`src/rtl/rr_arb_mux.sv`:
```
// Registered N:1 round-robin multiplexer with valid/ready handshakes on every
// input channel and on the output; accepts at most one word per cycle.
module rr_arb_mux #(
    parameter int WIDTH = 8,
    parameter int N     = 4,
    parameter int SW    = 2
) (
    input  logic               clk,
    input  logic               reset,
    input  logic [N*WIDTH-1:0] in_data,
    input  logic [N-1:0]       in_valid,
    output logic [N-1:0]       in_ready,
    output logic [WIDTH-1:0]   out_data,
    output logic [SW-1:0]      out_sel,
    output logic               out_valid,
    input  logic               out_ready
);

    typedef enum logic {EMPTY = 1'b0, FULL = 1'b1} state_t;

    state_t           state_q, state_d;
    logic [WIDTH-1:0] out_data_q, out_data_d;
    logic [SW-1:0]    out_sel_q, out_sel_d;
    logic [SW-1:0]    ptr_q, ptr_d;

    logic [WIDTH-1:0] ch_data [N];
    logic [2*N-1:0]   req_dbl;
    logic [N-1:0]     req_rot;
    logic             gnt_found;
    logic [SW:0]      gnt_off;
    logic [SW:0]      gnt_sum;
    logic [SW-1:0]    gnt_idx;
    logic             load_en;
    logic             xfer;

    for (genvar gi = 0; gi < N; gi++) begin : g_chan
        assign ch_data[gi]  = in_data[gi*WIDTH +: WIDTH];
        assign in_ready[gi] = xfer && (gnt_idx == SW'(gi));
    end

    // Rotate the request vector so bit 0 is the channel ptr points at; the
    // lowest set bit of the rotated vector is then the round-robin winner.
    assign req_dbl = {in_valid, in_valid};
    assign req_rot = N'(req_dbl >> ptr_q);

    always_comb begin
        gnt_found = 1'b0;
        gnt_off   = '0;
        for (int k = N - 1; k >= 0; k--) begin
            if (req_rot[k]) begin
                gnt_found = 1'b1;
                gnt_off   = (SW+1)'(k);
            end
        end
    end

    assign gnt_sum = {1'b0, ptr_q} + gnt_off;
    assign gnt_idx = (gnt_sum >= (SW+1)'(N)) ? SW'(gnt_sum - (SW+1)'(N)) : SW'(gnt_sum);

    assign load_en = (state_q == EMPTY) || out_ready;
    assign xfer    = load_en && gnt_found && !reset;

    // State register
    always_ff @(posedge clk or posedge reset) begin
        if (reset) begin
            state_q    <= EMPTY;
            out_data_q <= '0;
            out_sel_q  <= '0;
            ptr_q      <= '0;
        end else begin
            state_q    <= state_d;
            out_data_q <= out_data_d;
            out_sel_q  <= out_sel_d;
            ptr_q      <= ptr_d;
        end
    end

    // Next-state logic
    always_comb begin
        state_d    = state_q;
        out_data_d = out_data_q;
        out_sel_d  = out_sel_q;
        ptr_d      = ptr_q;
        case (state_q)
            EMPTY: if (gnt_found) state_d = FULL;
            FULL:  if (out_ready && !gnt_found) state_d = EMPTY;
            default: state_d = EMPTY;
        endcase
        if (xfer) begin
            out_data_d = ch_data[gnt_idx];
            out_sel_d  = gnt_idx;
            // Wrap at N rather than 2^SW so unused codes are never pointed at.
            ptr_d      = (gnt_idx == SW'(N - 1)) ? '0 : gnt_idx + SW'(1);
        end
    end

    // Output logic
    always_comb begin
        out_valid = (state_q == FULL);
        out_data  = out_data_q;
        out_sel   = out_sel_q;
    end

endmodule

```
`config.mk`:
```
export PLATFORM = sky130hd
export DESIGN_NAME = rr_arb_mux
export DESIGN_NICKNAME = d
export VERILOG_FILES = /design/src/rtl/rr_arb_mux.sv
export SDC_FILE = /design/constraint.sdc
export NUM_CORES = 1
export LEC_CHECK = 0
export CAP_MARGIN = 20
export CORE_UTILIZATION = 41
export DETAILED_ROUTE_END_ITERATION = 7
export GPL_TIMING_DRIVEN = 0
export PLACE_DENSITY = 0.8
export SYNTH_ARGS = -nofsm -noshare
export SYNTH_HDL_FRONTEND = slang
export SYNTH_SLANG_ARGS = --single-unit
```
`constraint.sdc`:
```
create_clock -name clk -period 3.2 [get_ports clk]
set_input_delay 0.32 -clock clk [delete_from_list [all_inputs] [get_ports clk]]
set_output_delay 0.32 -clock clk [all_outputs]
set_load 0.005 [all_outputs]
```
======== After elaboration in Yosys (flattened, before gate mapping) ========
Cells that the tools add are included.
storage, ports and cells
  flip-flop bits (word level) ............. 13
  input port bits ......................... 39
  output and inout port bits .............. 15
  word-level logic and storage cells ...... 42
operators by class
  $add $sub $neg .......................... 3
  magnitude comparators ................... 2
  eq/ne operators ......................... 3
  shift-type cells ........................ 1
  muxes and demuxes ....................... 16
  bitwise operators ....................... 2
  reduce and logical (&&, ||, !) cells .... 11
operators by type and width
  cell                                                       number
  binary-select mux 8 bit (select 2 bit)                     1
  two-way mux 8 bit                                          2
  two-way mux 3 bit                                          3
  >> shifter 8 x 2 -> 4 bit                                  1
  logical AND 1 bit                                          7
  greater-or-equal comparator 3 bit (second input constant)  2
  two-way mux 1 bit                                          6
  two-way mux 2 bit                                          3
  == test 2 bit (second input constant)                      2
  adder 2 x 3 -> 3 bit                                       1
  inverter 2 -> 3 bit                                        1
  adder 2 x 1 -> 2 bit (second input constant)               1
  == test 2 x 1 -> 1 bit (second input constant)             1
  zero test 1 bit                                            2
  zero test 2 bit                                            1
  one-hot mux 1 bit (2 select lines)                         1
  subtractor 2 x 1 -> 2 bit (second input constant)          1
  logical OR 1 bit                                           1
  inverter 1 bit                                             1

======== Longest topological paths before layout ========
Gate-level depths: netlist of run 1.
  depth in word-level cells ............... 12
  gate-level depth with buffers ........... 11
  depth with buffers taken out ............ 9

======== Worst setup path after synthesis of run 1 ========
No wires, ideal clock.
  path kind ............................... flip-flop to output port
  start ................................... reg ptr_q[0]
  end ..................................... out in_ready[1]
  arrival time ............................ 2.337 ns
  setup slack ............................. 0.543 ns
  cell stages (with the launch flop) ...... 10
  buffers on the path ..................... 4
  path through ............................ dfrtp_1 > buf_2 > or4_1 > o2111ai_1 > ha_1 > buf_2 > buf_1 > buf_1 > nand2_1 > nor2_1
between the ends
  cells in the longest elaborated chain, start to end .. 10
RTL lines
  item                                                                            RTL line  text
  from (decl)                                                                     24        logic [SW-1:0] ptr_q, ptr_d;
  from (signal assigned)                                                          74        ptr_q <= ptr_d;
  >> shifter 8 x 2 -> 4 bit                                                       44        assign req_rot = N'(req_dbl >> ptr_q);
  two-way mux 2 bit                                                               50        if (req_rot[k]) begin
  two-way mux 3 bit (3 in series)                                                 50
  adder 2 x 3 -> 3 bit (*)                                                        57        assign gnt_sum = {1'b0, ptr_q} + gnt_off;
  greater-or-equal comparator 3 bit or subtractor 2 x 1 -> 2 bit (tied branches)  58        assign gnt_idx = (gnt_sum >= (SW+1)'(N)) ? SW'(gnt_sum - (SW+1)'(N)) : SW'(gnt_sum);
  two-way mux 2 bit (*)                                                           58
  named net gnt_idx[0]                                                            32        logic [SW-1:0] gnt_idx;
  == test 2 x 1 -> 1 bit (*)                                                      38        assign in_ready[gi] = xfer && (gnt_idx == SW'(gi));
  logical AND 1 bit (*)                                                           38
  to (decl)                                                                       12        output logic [N-1:0] in_ready,
The timed path passes the listed nets; every way through them passes the cells marked *.

======== Final worst setup path of run 1 ========
  start ................................... reg ptr_q[0]
  end ..................................... out in_ready[3]
between the ends
  cells in the longest elaborated chain, start to end .. 10
RTL lines
  item                                                                            RTL line
  >> shifter 8 x 2 -> 4 bit                                                       44
  two-way mux 2 bit                                                               50
  two-way mux 3 bit (3 in series)                                                 50
  adder 2 x 3 -> 3 bit                                                            57
  greater-or-equal comparator 3 bit or subtractor 2 x 1 -> 2 bit (tied branches)  58
  two-way mux 2 bit                                                               58
  == test 2 bit                                                                   38
  logical AND 1 bit (*)                                                           38
Every way passes the cells marked *; elsewhere a longest branch is shown, timed or not.

==> impl_metrics.py, run 1 <==
metrics = {
    "min_path": {
        "worst_hold_path_type": "in2reg",
    },
    "worst_setup_path": {
        "r2r_cells": 9,
        "start_kind": "flip-flop",
        "worst-path-max-fanout": 10,
        "critPathCapture": "in_ready[3]",
        "r2r_end": "out_data[6]$_DFFE_PP0P_",
        "timing.critical_path.to_type": "primary output",
        "timing.setup.critical_path_class": "reg2out",
        "timing.critical_path.required_ps": 2880,
        "worst-r2r-setup-slack_ps": 500,
        "critical_path.startpoint": "ptr_q[0]$_DFFE_PP0P_",
        "worstPathArrival_ps": 2800,
        "r2r_start": "ptr_q[0]$_DFFE_PP0P_",
    },
    "logic_synthesis": {
        "ys_warn_count": 0,
        "synth.cell_area_um2": 1140,
        "yosysSeqAreaShare": 0.286,
        "number_of_synthesized_register_bits": 13,
        "synthDistinctLibCells": 42,
        "syn-num-nets": 165,
        "postSynthCellCount": 125,
        "avgSynthCellArea_um2": 9.10,
    },
    "floorplan": {
        "initial_core_util": 0.447,
        "die-width_um": 54.7,
        "floorplan.rows": 18,
        "fp.dieH_um": 54.7,
        "fp.coreArea_um2": 2540,
        "floorplan.die_area_um2": 2990,
        "ioPinCount": 54,
    },
    "timing": {
        "max_freq_mhz": 320,
        "timing_worst_slew_pin_value_ps": 522,
        "setup-violations-final": 0,
        "period_share": 0.976,
        "slew_headroom": 0.652,
        "timing.final.max_slew_violations": 0,
        "rsz_0062_raised_after_global_routing": "yes",
        "final.setup_skew_ps": 5.60,
        "timing.hold.ws_ps": 351,
        "final.min_clock_period_ps": 3120,
        "timing.final.hold_violations": 0,
    },
    "clock_tree": {
        "cts_root_buffer": "clkbuf_4",
        "cts_tree": "done",
        "clk_pin_slew_ps": 90,
        "cts_buffer_depth": 2,
        "cts_inserted_buffers": 3,
        "clock_latency_ps": 280,
        "cts_sinks": 13,
        "h-tree-depth": 1,
    },
    "placed_design": {
        "place_inst": 206,
        "gp_congestion": 0.768,
        "detailedPlacementHpwl_mm": 2.44,
        "io_buffer_count": 51,
        "placement.cell_area_um2": 1690,
    },
    "job": {
        "number_of_max_cap_violations": 0,
    },
    "drt": {
        "drt_pre_antenna_iters": 4,
        "via_count": 1219,
        "initialDrtViolationCount": 17,
        "avgViaCountPerCell": 5.70,
        "detail_route.drc_violations": 0,
        "route.antenna.remaining_nets": 0,
        "drt-wirelength-per-cell_um": 14.9,
        "wl_mm": 3.19,
    },
    "global_routing": {
        "grt_pass1_wl_mm": 5.22,
        "grt_pass1_vias": 1212,
        "gr-usage-all-layers": 0.248,
        "antenna_found_initial": 0,
        "maximum_number_of_pins_on_one_net_before_global_route_repair": 20,
        "globalRouteOverflowTotal": 0,
    },
    "finish": {
        "ant_diodes": 0,
        "num-nets-final": 225,
        "multiInputGateArea_um2": 776,
        "final_design_area_no_fill_um2": 1790,
        "final_layout_size_suffix_gt1_frac": 0.168,
        "filler_cell_count": 211,
        "sequential_cell_area_um2": 325,
        "final_common_cell": "clkdlybuf4s50_1",
        "mostFrequentLayoutCells": "47 x clkdlybuf4s50_1, 18 x nor2b_1, 15 x nand2_1",
        "area_growth_syn_to_layout_pct": 57.6,
        "finalNonFillerCells": 214,
    },
    "run_status": {
        "outcome": "complete, no violations",
    },
    "power": {
        "pwr_density_cell_nw_per_um2": 885,
        "peak_vdd_ir_uv": 548,
        "power.static_leakage_nw": 0.691,
    },
}
==> stage by stage <==
stage | power [mW] | TNS [ps] | util | setup WS, ps
floorplan | 1.01 | 0 | - | 543
global placement | 1.34 | -1890 | 0.662 | -585
detailed placement | 1.37 | -2190 | 0.662 | -662
CTS | 1.53 | 0 | 0.686 | 35.0
global route | 1.72 | -65.9 | 0.705 | -44.3
finish | 1.59 | 0 | 0.705 | 77.9
==> area by class of cell <==
type,instances,area share
clock buffers,4,0.0147
inverters,2,0.00419
well taps,30,0.0209
repair buffers,57,0.309
multi-input cells,99,0.433
flip-flops and latches,13,0.181
plain buffers,9,0.0370
==> routing by layer <==
| metal | global-route usage | up-vias | part of all wire |
|---|---|---|---|
| li1 | - | 592 | - |
| met1 | 0.290 | 565 | 0.40 |
| met2 | 0.432 | 56 | 0.51 |
| met3 | 0.0472 | 6 | 0.068 |
| met4 | 0.111 | 0 | 0.013 |
| met5 | 0 | - | 0 |
==> where the power goes <==
part | switching, mW | total (mW) | internal (mW)
clock network | 0.0561 | 0.104 | 0.0483
logic | 0.624 | 1.20 | 0.580
registers | 0.0398 | 0.278 | 0.238
==> critical path, stage by stage, from the launching register on <==
cell and delay, ps:
dfrtp_1 400, buf_4 180, or4_1 510, o2111ai_1 100, ha_2 290, xnor2_2 130
nor3_4 210, nor2_1 90, nor2_1 90, clkdlybuf4s50_1 510
==> worst min path at each step <==
stage	start	end	slack [ps]	cells past startpoint
after floorplan	reset	out_data[0]$_DFFE_PP0P_	200	1
after global placement	out_data[0]$_DFFE_PP0P_	out_data[0]$_DFFE_PP0P_	460	2
after detailed placement	out_data[0]$_DFFE_PP0P_	out_data[0]$_DFFE_PP0P_	470	2
after CTS	in_valid[2]	out_valid$_DFF_PP0_	350	3
after global routing	in_valid[2]	out_valid$_DFF_PP0_	360	3
final	in_valid[2]	out_valid$_DFF_PP0_	350	3
==> synthesized netlist by cell type, drive strengths merged <==
cell     number  share of area
nor3          5          0.032
nor2b        19           0.11
nand2b        1         0.0055
clkbuf        2         0.0066
nand3         1         0.0088
nand2        15          0.050
o211ai        1         0.0066
inv           2         0.0066
o2111ai       2          0.021
ha            1          0.011
a21boi        1         0.0066
a221oi        8          0.062
xnor2         1         0.0077
o31ai        10          0.083
o21ai         4          0.028
nor4b         1          0.021
a21oi         3          0.026
or3           1         0.0055
nor4          1         0.0055
dfrtp        13           0.29
a21o          1          0.013
o31a          1         0.0077
buf           9          0.051
o21a          2          0.013
nor2          8          0.029
xor2          1         0.0077
nor3b         2          0.013
a2111oi       8          0.070
or4           1         0.0066
==> logic make-up after synthesis <==
logic type,count (synthesis),share of synthesized area
compound gates,41,0.337
xor+xnor,2,0.0154
fa+ha+maj,1,0.0110
buf+inv,13,0.0638
flops,13,0.286
simple gates,55,0.287
==> flip-flops by register name, summed over array words and instances (netlist names) <==
| signal | count |
|---|---|
| out_data | 8 |
| out_sel | 2 |
| ptr_q | 2 |
| out_valid | 1 |
==> what timing repair did <==
action,CTS,global route
setup buffers,3,3
pin swaps,1,1
cloned,0,0
hold buffers,0,0
setup endpoints to repair,4,3
gates resized for setup,9,5
(Power assumes the default switching activity.)
==> inputs of run 2 (changes only) <==
CORE_MARGIN = 1   (was unset)
==> results of run 2 <==
No change in the layout: final DEF, timing and power equal those of run 1.
